[src/rtl/param_register_file.sv]
// -----------------------------------------------------------------------------
// param_register_file
//
// Multi-ported register file with a per-register pending ("busy") scoreboard.
//   - NREGS registers of DATA_W bits; register 0 is hard-wired to zero and has
//     no storage, so only NREGS-1 words exist.
//   - NRD independent combinational read ports, each returning the data and
//     the pending flag of the register it selects.
//   - Two write ports; on a shared target, port 1 takes priority.
//   - One reserve port that marks a register as awaiting a producer. A write
//     clears the pending flag, but a reserve in the same cycle keeps it set
//     because the reservation names a newer producer.
//
// Optional build macro:
//   RF_BYPASS_EN - forward same-cycle write data (and the resulting pending
//                  state) to the read ports. When undefined, reads return the
//                  stored state only.
//
// Reset: nRST is asynchronous and active-low. It clears every register and
// pending bit, and it forces the read ports to zero for as long as it is held.
// -----------------------------------------------------------------------------
module param_register_file #(
    parameter int DATA_W = 32,
    parameter int NREGS  = 32,
    parameter int NRD    = 2,
    localparam int AW    = $clog2(NREGS)
) (
    input  logic                  CLK,
    input  logic                  nRST,
    input  logic [NRD*AW-1:0]     rsel,
    output logic [NRD*DATA_W-1:0] rdat,
    output logic [NRD-1:0]        rbusy,
    input  logic                  wen0,
    input  logic                  wen1,
    input  logic [AW-1:0]         wsel0,
    input  logic [AW-1:0]         wsel1,
    input  logic [DATA_W-1:0]     wdat0,
    input  logic [DATA_W-1:0]     wdat1,
    input  logic                  rsv_en,
    input  logic [AW-1:0]         rsv_sel,
    output logic [NREGS-1:0]      busy
);

    // Storage exists for registers 1..NREGS-1 only.
    logic [DATA_W-1:0] regs_r [1:NREGS-1];
    logic [NREGS-1:1]  busy_r;

    // Per-register one-hot decode of the write and reserve ports.
    logic [NREGS-1:1]  wr0_hit_s;
    logic [NREGS-1:1]  wr1_hit_s;
    logic [NREGS-1:1]  rsv_hit_s;

    // Read view that includes the constant-zero register 0.
    logic [DATA_W-1:0] rd_view_s [0:NREGS-1];

    // Decode write and reserve targets; register 0 has no decode entry, so
    // writes and reserves aimed at it fall through and are ignored.
    always_comb begin
        wr0_hit_s = '0;
        wr1_hit_s = '0;
        rsv_hit_s = '0;
        for (int i = 1; i < NREGS; i++) begin
            wr0_hit_s[i] = wen0   && (wsel0   == AW'(i));
            wr1_hit_s[i] = wen1   && (wsel1   == AW'(i));
            rsv_hit_s[i] = rsv_en && (rsv_sel == AW'(i));
        end
    end

    // Commit write data; port 1 overrides port 0 when both target one register.
    always_ff @(posedge CLK or negedge nRST) begin
        if (!nRST) begin
            for (int i = 1; i < NREGS; i++) begin
                regs_r[i] <= '0;
            end
        end else begin
            for (int i = 1; i < NREGS; i++) begin
                if (wr1_hit_s[i]) begin
                    regs_r[i] <= wdat1;
                end else if (wr0_hit_s[i]) begin
                    regs_r[i] <= wdat0;
                end else begin
                    regs_r[i] <= regs_r[i];
                end
            end
        end
    end

    // Track pending producers: a reserve sets the bit and beats a same-cycle
    // write; a write on its own clears it.
    always_ff @(posedge CLK or negedge nRST) begin
        if (!nRST) begin
            busy_r <= '0;
        end else begin
            for (int i = 1; i < NREGS; i++) begin
                if (rsv_hit_s[i]) begin
                    busy_r[i] <= 1'b1;
                end else if (wr0_hit_s[i] || wr1_hit_s[i]) begin
                    busy_r[i] <= 1'b0;
                end else begin
                    busy_r[i] <= busy_r[i];
                end
            end
        end
    end

    // Register 0 is never pending.
    assign busy = {busy_r, 1'b0};

    // Build the zero-extended read view so read ports can index it directly.
    assign rd_view_s[0] = '0;
    for (genvar i = 1; i < NREGS; i++) begin : g_view
        assign rd_view_s[i] = regs_r[i];
    end

    for (genvar k = 0; k < NRD; k++) begin : g_rd
        logic [AW-1:0]     rs_s;
        logic [DATA_W-1:0] stored_s;
        logic              stored_busy_s;
        logic [DATA_W-1:0] data_s;
        logic              pend_s;

        assign rs_s          = rsel[k*AW +: AW];
        assign stored_s      = rd_view_s[rs_s];
        assign stored_busy_s = busy[rs_s];

`ifdef RF_BYPASS_EN
        logic byp0_s;
        logic byp1_s;
        logic rsv_s;

        // Forward same-cycle writes to this port; a matching write hides the
        // pending flag unless a matching reserve re-arms it in the same cycle.
        always_comb begin
            byp1_s = wen1   && (wsel1   == rs_s) && (rs_s != {AW{1'b0}});
            byp0_s = wen0   && (wsel0   == rs_s) && (rs_s != {AW{1'b0}});
            rsv_s  = rsv_en && (rsv_sel == rs_s);
            data_s = '0;
            pend_s = 1'b0;
            if (!nRST) begin
                data_s = '0;
                pend_s = 1'b0;
            end else begin
                if (byp1_s) begin
                    data_s = wdat1;
                end else if (byp0_s) begin
                    data_s = wdat0;
                end else begin
                    data_s = stored_s;
                end
                if ((byp1_s || byp0_s) && !rsv_s) begin
                    pend_s = 1'b0;
                end else begin
                    pend_s = stored_busy_s;
                end
            end
        end
`else
        // Stored state only; reads are forced to zero while reset is held.
        always_comb begin
            data_s = '0;
            pend_s = 1'b0;
            if (!nRST) begin
                data_s = '0;
                pend_s = 1'b0;
            end else begin
                data_s = stored_s;
                pend_s = stored_busy_s;
            end
        end
`endif

        assign rdat[k*DATA_W +: DATA_W] = data_s;
        assign rbusy[k]                 = pend_s;
    end

endmodule

[config.mk]
export PLATFORM = sky130hd
export DESIGN_NAME = param_register_file
export DESIGN_NICKNAME = d
export VERILOG_FILES = /design/src/rtl/param_register_file.sv
export SDC_FILE = /design/constraint.sdc
export NUM_CORES = 2
export LEC_CHECK = 0
export ABC_CLOCK_PERIOD_IN_PS = 3500
export CAP_MARGIN = 40
export CORE_MARGIN = 2
export CORE_UTILIZATION = 47
export CTS_CLUSTER_SIZE = 40
export DETAILED_ROUTE_END_ITERATION = 8
export PLACE_DENSITY = 0.76
export RECOVER_POWER = 50
export SETUP_SLACK_MARGIN = 0.5
export SYNTH_ARGS = -nofsm -noshare
export SYNTH_HDL_FRONTEND = slang
export SYNTH_SLANG_ARGS = --single-unit
[constraint.sdc]
create_clock -name CLK -period 3.5 [get_ports CLK]
set_input_delay 0.7 -clock CLK [delete_from_list [all_inputs] [get_ports CLK]]
set_output_delay 0.7 -clock CLK [all_outputs]
set_load 0.005 [all_outputs]
==> impl_results.md <==
* Area growth from synthesis to layout at 21.0%
* Dpl ws at -0.184 ns
* First-pass GRT wire length at 383000 um
* Sequential share of the synthesized area at about two fifths
* Root Driver: clkbuf_16
* Layout net count at about 6500
* Total CTS buffers at 109
* Static leakage power at 33.7 nW
* Dominant cell by count in the synthesized netlist: mux2i_1
* Mux cell area share after synthesis at roughly 34%
* Max IR drop VDD at 0.445 mV
* Compound-Gate Fraction of Synth Area at approximately an eighth
* H-tree lvl count at 3
* Critical setup path kind: in2reg
* Number of synthesized register bits at around 1000
* Slew Viols, Final at 616
* Asr flop ratio synth at 100%
* Routed WL at ~260000 um
* Largest net degree at the start of global routing at 66
* Largest family of logic cells by synthesized area: multiplexers
* Grt total ovfl at 0
* Hold Slack at 0.0123 ns
* EDFF count, synth at 0
* Die area at 0.140 mm2
* Critical-path maximum fanout at 33
* Yosys warns at 0
* CTS Sinks at 1023
* Fin util at 57.1%
* Max-cap violations at 16
* GR Util All Layers at 36.5%
* Yosys cell types at 54
* Area share of the largest cell type after synthesis at about 40%
* Arrival @ worst endpoint at 4.12 ns
* Minimum clock period at 3.45 ns
* CP Data Required Time at between 4 and 5 ns
* Final WS setup at 0.0472 ns
* Post-route ant nets at 0
* Post-synth top area cell: dfrtp_1
* Ratio of cells with drive above 1 in the final layout at about 25%
* DR vias at 58500
* Cells after Synth at between 6000 and 7000
* TritonCTS clock tree: yes
* Initial antenna violation count at 13
* FF-to-FF setup slack at 2.35 ns
* Adder-Cell Fraction of Synth Area at 0%
* Fmax at between 0.2 and 0.3 GHz
* Core area at about 0.14 mm2
* Gpl congestion at 0.929
* Top cells by area, synth: dfrtp_1 (40%), mux2i_1 (17%), mux4_2 (15%)
* Mapped Area at 0.0646 mm2
* Mapped Nets at 6190
* Die height at approximately 370 um
* Tot Pwr at 41.7 mW
* Slew @ Worst Pin at ~2.4 ns
* Drt via density at 7.08
* Drt first pass iters at 7
* Die Wd at 375 um
* Routed length per placed instance at 31.8 um
* Failing checks: capacitance limit, slew limit
* Syn avg cell area at 10.6 um2
* Clock-pin slew on the worst setup and hold paths at roughly 0.07 ns
* HPWL Detailed at 148000 um
* Status: finished, violations left
* CP Launch Type: input pin
* Post-synth top flop: dfrtp_1
* Fill count at 10600
* Slew HR at -63.0%
* Simple-Gate Fraction of Synth Area at 9.27%
* DRC errors left at 0
* Fin crit share at a little over nine tenths
* XOR/XNOR Fraction of Synth Area at 0%
* Critical Path Sink Type: register
* Clock Skew at 0 ns
* Initial Util at 47.2%
* Num ports at 192
* Leading cell types by count after synthesis: mux2i_1 (1123), dfrtp_1 (1023), nand2_1 (559), a21oi_1 (545), nor2_1 (526)
* Vias in the first global route at 58200
* RSZ-0062 raised after global routing: true
* Pwr/cell area at 533 mW/mm2
* Final Hold Viols at 0
* Setup violators final at 0
* Drt first-iter violations at 10400
* Port Buffers at 190
* Setup TNS at 0 ns
* Longest Clk Path Bufs at 3
* Std cell rows at 136
* Hold WC Path Type: in2async
* Clock Latency Late Sink at 0.77 ns
[report_power, final]
group	total (mW)	switching [mW]	internal, mW
Clock	12.3	5.35	6.99
Sequential	17.9	2.89	15.0
Combinational	11.5	5.18	6.30
Total	41.7	13.4	28.3
[state kept, by name (all words and copies together) (netlist names)]
register,count
busy_r,31
rd_view_s,992
[critical path, stage by stage]
cell and delay, ns:
dlygate4sd3_1 0.88, nor2_1 0.25, nand2_2 0.11, clkbuf_2 1.49
mux2i_1 0.34, o21ai_0 0.29
[final cells by class]
class                           count  area [um2]  share of cell area (%)
Timing Repair Buffer              914       10200                    13.0
Multi-Input combinational cell   4324       36400                    46.5
Tap cell                         1794        2240                    2.87
Clock buffer                      161        3280                    4.19
Antenna cell                        4        10.0                  0.0128
Sequential cell                  1023       25600                    32.8
Inverter                           11        41.3                  0.0528
Clock inverter                     39         457                   0.584
[worst paths after layout]
kind	from	endpoint	depth (start not counted)
max	wsel0[0]	rd_view_s[875]	6
max reg2reg	busy_r[12]	busy_r[12]	4
min	nRST	rd_view_s[4]	2
min in group CLK	rd_view_s[904]	rd_view_s[904]	2
min reg2reg	rd_view_s[904]	rd_view_s[904]	2
max in group asynchronous	nRST	rd_view_s[913]	4
[per-stage QoR]
step / cells / instance area (um2)
final: 8270 / 78200
after global routing: 8268 / 78200
after CTS: 8221 / 77700
after detailed placement: 7804 / 70800
after global placement: 7803 / 70700
after floorplan: 6096 / 64600
[what timing repair did]
action	in CTS	in global routing
setup buffers	190	41
pin swaps	123	99
cloned	22	4
hold buffers	5	0
resized for setup	485	120
endpoints found under the hold margin	12	0
endpoints found under the setup margin	66	66
[per-layer routing]
metal | GRT usage [%] | routed length [um]
met1 | 44.3 | 86300
met4 | 26.0 | 23200
met3 | 15.6 | 44300
met5 | 0.617 | 330
met2 | 52.0 | 109000
[kinds of logic after synthesis]
group           count (synthesis)
other cells                     1
buf+inv                       749
simple gates                 1384
mux                          1618
flops                        1023
compound gates               1321
[cell usage in the layout, fill, tap and decap left out, types with 54 or more instances in the layout]
cell type        netlist  layout
clkbuf_16              0     116
mux2_2                66      66
dfrtp_1             1023    1015
buf_2                120      54
buf_12                 0     152
o21ai_0              428     428
nand2_1              559     542
nor3_1                70      61
mux4_2               427     428
nor2b_1              115     103
buf_4                 76     367
mux2i_1             1123    1115
clkdlybuf4s50_1        0     110
o21ai_1               65      65
a21oi_1              545     527
buf_6                 56      86
clkbuf_1             448      67
nor2_1               526     520
Note: power is estimated with default switching activity, not from simulation.
